[src/rtl/imem_arb_pkg.sv]
// Shared types and constants for the instruction-memory arbiter.
package imem_arb_pkg;

   typedef enum logic {
      OWN_FETCH = 1'b0,
      OWN_LOAD  = 1'b1
   } owner_e;

   typedef struct packed {
      logic   valid;
      owner_e owner;
   } resp_tag_t;

   localparam int STARVE_CNT_W     = 4;
   localparam int PERF_CNT_W       = 16;
   localparam int MAX_READ_LATENCY = 4;

   localparam logic [STARVE_CNT_W-1:0] STARVE_SAT = '1;

endpackage

[src/rtl/imem_arb_resp_pipe.sv]
// Fixed-depth {valid, owner} shift register that tracks in-flight reads.
module imem_arb_resp_pipe
   import imem_arb_pkg::*;
#(
   parameter int DEPTH = 1
) (
   input  logic      clk,
   input  logic      reset_n,
   input  resp_tag_t tag_in,
   output resp_tag_t tag_out
);

   resp_tag_t stage_q [DEPTH];

   always_ff @(posedge clk or negedge reset_n) begin
      if (!reset_n) begin
         for (int i = 0; i < DEPTH; i++) begin
            stage_q[i] <= '{valid: 1'b0, owner: OWN_FETCH};
         end
      end else begin
         stage_q[0] <= tag_in;
         for (int i = 1; i < DEPTH; i++) begin
            stage_q[i] <= stage_q[i-1];
         end
      end
   end

   assign tag_out = stage_q[DEPTH-1];

endmodule

[src/rtl/imem_arbiter.sv]
// Two-port arbiter in front of a single-port instruction memory.
// Optional perf counters are enabled with the IMEM_ARB_PERF_EN macro.
module imem_arbiter
   import imem_arb_pkg::*;
#(
   parameter int ADDR_WIDTH   = 32,
   parameter int DATA_WIDTH   = 32,
   parameter int READ_LATENCY = 1,
   parameter int STARVE_LIMIT = 4
) (
   input  logic                  clk,
   input  logic                  reset_n,
   input  logic                  f_req,
   input  logic [ADDR_WIDTH-1:0] f_addr,
   output logic                  f_gnt,
   output logic                  f_rvalid,
   output logic [DATA_WIDTH-1:0] f_rdata,
   input  logic                  l_req,
   input  logic                  l_we,
   input  logic [ADDR_WIDTH-1:0] l_addr,
   input  logic [DATA_WIDTH-1:0] l_wdata,
   output logic                  l_gnt,
   output logic                  l_rvalid,
   output logic [DATA_WIDTH-1:0] l_rdata,
   output logic                  mem_en,
   output logic                  mem_we,
   output logic [ADDR_WIDTH-1:0] mem_addr,
   output logic [DATA_WIDTH-1:0] mem_wdata,
   input  logic [DATA_WIDTH-1:0] mem_rdata,
   output logic [PERF_CNT_W-1:0] perf_f_grants,
   output logic [PERF_CNT_W-1:0] perf_l_grants,
   output logic [PERF_CNT_W-1:0] perf_conflicts
);

   localparam logic [STARVE_CNT_W-1:0] STARVE_THR = STARVE_CNT_W'(STARVE_LIMIT);

   logic [STARVE_CNT_W-1:0] starve_cnt_q;
   logic [STARVE_CNT_W-1:0] starve_cnt_d;
   logic                    load_pri;
   resp_tag_t               tag_in;
   resp_tag_t               tag_out;

   // Grants are gated by reset_n so nothing reaches the macro while in reset.
   always_comb begin
      load_pri  = (starve_cnt_q >= STARVE_THR);
      l_gnt     = reset_n & l_req & (~f_req | load_pri);
      f_gnt     = reset_n & f_req & ~(l_req & load_pri);
      mem_en    = f_gnt | l_gnt;
      mem_we    = l_gnt & l_we;
      mem_addr  = '0;
      mem_wdata = '0;
      if (l_gnt) begin
         mem_addr  = l_addr;
         mem_wdata = l_wdata;
      end else if (f_gnt) begin
         mem_addr  = f_addr;
      end
   end

   always_comb begin
      starve_cnt_d = '0;
      if (l_req && !l_gnt) begin
         starve_cnt_d = (starve_cnt_q == STARVE_SAT) ? starve_cnt_q
                                                     : starve_cnt_q + STARVE_CNT_W'(1);
      end
   end

   always_ff @(posedge clk or negedge reset_n) begin
      if (!reset_n) begin
         starve_cnt_q <= '0;
      end else begin
         starve_cnt_q <= starve_cnt_d;
      end
   end

   always_comb begin
      tag_in.valid = mem_en & ~mem_we;
      tag_in.owner = l_gnt ? OWN_LOAD : OWN_FETCH;
   end

   imem_arb_resp_pipe #(
      .DEPTH (READ_LATENCY)
   ) u_resp_pipe (
      .clk     (clk),
      .reset_n (reset_n),
      .tag_in  (tag_in),
      .tag_out (tag_out)
   );

   assign f_rvalid = tag_out.valid & (tag_out.owner == OWN_FETCH);
   assign l_rvalid = tag_out.valid & (tag_out.owner == OWN_LOAD);
   assign f_rdata  = mem_rdata;
   assign l_rdata  = mem_rdata;

`ifdef IMEM_ARB_PERF_EN
   logic [PERF_CNT_W-1:0] perf_f_q;
   logic [PERF_CNT_W-1:0] perf_l_q;
   logic [PERF_CNT_W-1:0] perf_c_q;

   always_ff @(posedge clk or negedge reset_n) begin
      if (!reset_n) begin
         perf_f_q <= '0;
         perf_l_q <= '0;
         perf_c_q <= '0;
      end else begin
         if (f_gnt) perf_f_q <= perf_f_q + PERF_CNT_W'(1);
         if (l_gnt) perf_l_q <= perf_l_q + PERF_CNT_W'(1);
         if (f_req && l_req) perf_c_q <= perf_c_q + PERF_CNT_W'(1);
      end
   end

   assign perf_f_grants  = perf_f_q;
   assign perf_l_grants  = perf_l_q;
   assign perf_conflicts = perf_c_q;
`else
   assign perf_f_grants  = '0;
   assign perf_l_grants  = '0;
   assign perf_conflicts = '0;
`endif

endmodule

[config.mk]
export PLATFORM = sky130hd
export DESIGN_NAME = imem_arbiter
export DESIGN_NICKNAME = d
export VERILOG_FILES = /design/src/rtl/imem_arb_pkg.sv /design/src/rtl/imem_arb_resp_pipe.sv /design/src/rtl/imem_arbiter.sv
export SDC_FILE = /design/constraint.sdc
export NUM_CORES = 1
export LEC_CHECK = 0
export ABC_AREA = 1
export ABC_CLOCK_PERIOD_IN_PS = 1700
export CAP_MARGIN = 30
export CORE_AREA = 8 8 115 117
export CTS_CLUSTER_SIZE = 40
export DETAILED_ROUTE_END_ITERATION = 12
export DIE_AREA = 0 0 123 125
export PLACE_DENSITY = 0.65
export SYNTH_ARGS = -nofsm -noshare
export SYNTH_HDL_FRONTEND = slang
export SYNTH_SLANG_ARGS = --single-unit
export TNS_END_PERCENT = 5
[constraint.sdc]
create_clock -name clk -period 1.7 [get_ports clk]
set_clock_uncertainty 0.2 [all_clocks]
set_input_delay 0.17 -clock clk [delete_from_list [all_inputs] [get_ports clk]]
set_output_delay 0.17 -clock clk [all_outputs]
set_load 0.02 [all_outputs]
==> flow_metrics.env <==
export IMPL_fin_nets=596
export IMPL_row_count=40
export IMPL_yosysWarningCount=0
export IMPL_synth_simple_area_share_pct=33.85
export IMPL_place_gp_congestion=0.7276
export IMPL_timing_final_crit_share_pct=107.8
export IMPL_die_w_um=123
export IMPL_viasPerCell=3.715
export IMPL_status="finished with violations"
export IMPL_root_buffer="clkbuf_16"
export IMPL_crit_type="reg2out"
export IMPL_portBuffers=170
export IMPL_peakVddDrop_v=0.0002142
export IMPL_total_power_mw=1.403
export IMPL_dp_hpwl_um=6354
export IMPL_area_delta_synth_final_pct=85.35
export IMPL_ys_ff_latch=6
export IMPL_r2r_cells=6
export IMPL_setup_worst_path_start="starve_cnt_q[2]"
export IMPL_detail_route_wl_per_cell_um=14.48
export IMPL_ant_nets=0
export IMPL_synthXorXnorAreaFrac_pct=0
export IMPL_synth_fa_ha_area_share_pct=0.6510
export IMPL_ff_latch_area_sq_um=150.1
export IMPL_grt_overflow=0
export IMPL_cts_clk_slew_worst_paths_ns=0.03
export IMPL_grt_max_degree=34
export IMPL_fp_dieH_um=125
export IMPL_holdPathStages=0
export IMPL_clockBufferDepth=2
export IMPL_min_period_ns=1.833
export IMPL_synth_cells=340
export IMPL_mostFrequentLayoutCells="clkdlybuf4s50_1, nand2_1, conb_1, inv_1, nor2_1"
export IMPL_required_ns=1.33
export IMPL_synth_cell_area_sq_um=1922
export IMPL_final_hold_violation_count=0
export IMPL_fin_util_pct=30.68
export IMPL_clk_latency_ns=0.23
export IMPL_worstPathArrival_ns=1.46
export IMPL_die_area_sq_um=15380
export IMPL_rsz0062_at_grt="yes"
export IMPL_cts_tree="built"
export IMPL_drt_iter0_markers=38
export IMPL_drc=0
export IMPL_multiInputGateArea_sq_um=985.9
export IMPL_synth_compound_area_share_pct=1.367
export IMPL_drv_slew=0
export IMPL_syn_avg_cell_area_sq_um=5.652
export IMPL_cp_end_kind="primary output"
export IMPL_cap_violations=0
export IMPL_grt_pass1_wl_um=11930
export IMPL_final_common_cell="clkdlybuf4s50_1"
export IMPL_min_from="mem_rdata[17]"
export IMPL_crit_path_max_fanout=8
export IMPL_grt_pass1_vias=2298
export IMPL_htree_levels=1
export IMPL_wirelength_um=8791
export IMPL_core_area_sq_um=11610
export IMPL_synth_top_family_by_area="buffers and inverters"
export IMPL_drive_gt1_share_pct=28.91
export IMPL_grt_antenna_before_repair=0
export IMPL_power_density_nw_per_um2=394.0
export IMPL_n_fill_cell=1272
export IMPL_num_antenna_cells=0
export IMPL_fin_ws_ns=-0.1331
export IMPL_timing_fmax_mhz=545.5
export IMPL_r2r_start="starve_cnt_q[2]"
export IMPL_final_area_sq_um=3562
export IMPL_placedInstanceArea_sq_um=3204
export IMPL_worst_hold_path_type="in2out"
export IMPL_io_pins=315
export IMPL_grt_use_total_pct=9.739
export IMPL_tns_ns=-5.597
export IMPL_synthMuxAreaShare_pct=0
export IMPL_setup_viol=66
export IMPL_first_pass_iters=4
export IMPL_numCtsBuffers=3
export IMPL_leakagePower_nw=1.952
export IMPL_start_util_pct=16.55
export IMPL_violations="setup timing"
export IMPL_synth_cell_type_count=17
export IMPL_num_vias=2255
export IMPL_seq_area_frac_synth_pct=7.813
export IMPL_critPathLaunchType="flip-flop"
export IMPL_numClockSinks=6
-- synth_stat cells --
cell type | count | area share (%)
inv_1 | 44 | 8.6
buf_4 | 115 | 45
inv_2 | 1 | 0.20
o21a_1 | 1 | 0.39
ha_1 | 1 | 0.65
buf_2 | 7 | 1.8
conb_1 | 1 | 0.20
dfrtp_1 | 6 | 7.8
clkbuf_1 | 3 | 0.59
o21ai_0 | 2 | 0.52
nor2_1 | 39 | 7.6
nand2_2 | 1 | 0.33
nand3_1 | 36 | 9.4
nor2_2 | 1 | 0.33
nand2_4 | 1 | 0.59
nand2_1 | 80 | 16
o21ai_2 | 1 | 0.46
-- power breakdown --
group / total, mW / leakage, nW / internal, mW / switching [mW]
Combinational: 0.866 / 1.84 / 0.441 / 0.425
Sequential: 0.160 / 0.0796 / 0.152 / 0.00804
Clock: 0.377 / 0.0370 / 0.301 / 0.0753
Total: 1.40 / 1.95 / 0.895 / 0.508
-- through the flow --
stage | std cells | hold WS (ns) | worst slack [ns]
floorplan | 387 | -0.3256 | 0.1139
global placement | 590 | 0.1402 | -0.5886
detailed placement | 590 | 0.1402 | -0.6029
CTS | 602 | 0.1402 | -0.2099
global route | 607 | 0.1400 | -0.2099
finish | 607 | 0.1400 | -0.1331
-- critical path: stages, from the launching register on --
cell and delay (ns):
dfrtp_1 0.42, nor2_2 0.14, nand2_2 0.08, nand2_4 0.12
inv_8 0.06, clkbuf_16 0.16, nand2_1 0.06, nand2_1 0.06
buf_6 0.13
-- timing repair --
action	in CTS	in global routing
hold buffers	1	0
endpoints found under the setup margin	68	68
hold endpoints to repair	6	0
gates cloned	3	3
pin swaps	10	15
gates resized for setup	321	62
setup buffers	5	3
-- metal layers --
| layer | vias to the layer above | share of wire, % | GRT usage (%) |
|---|---|---|---|
| met3 | 36 | 16 | 4.680 |
| li1 | 1085 | - | - |
| met1 | 961 | 32 | 9.108 |
| met4 | 0 | 3.6 | 4.748 |
| met5 | - | 0 | 0 |
| met2 | 173 | 48 | 17.25 |
-- sequential cells by signal, summed over array words and instances (netlist names) --
name,flops
u_resp_pipe.tag_out,2
starve_cnt_q,4
-- cell type report --
cell class / instances / share of cell area, %
Clock buffer: 3 / 2.107
Tap cell: 147 / 5.163
Multi-Input combinational cell: 211 / 27.68
Inverter: 45 / 4.953
Sequential cell: 6 / 4.215
Timing Repair Buffer: 195 / 55.88
-- path summary, 6_finish.rpt --
check,to,slack [ns]
min in group asynchronous,u_resp_pipe.tag_out[1],0.36
setup reg to reg,starve_cnt_q[1],0.24
hold / removal,l_rdata[17],0.14
hold reg to reg,starve_cnt_q[0],0.39
max in group asynchronous,starve_cnt_q[1],0.83
setup / recovery,mem_addr[14],-0.13
-- kinds of logic after synthesis --
logic type	after synthesis
flip-flops	6
buffers and inverters	170
adder cells (fa/ha/maj)	1
AND/OR/NAND/NOR	158
other	1
AO/OA/AOI/OAI	4
Note: power is estimated with default switching activity, not from simulation.
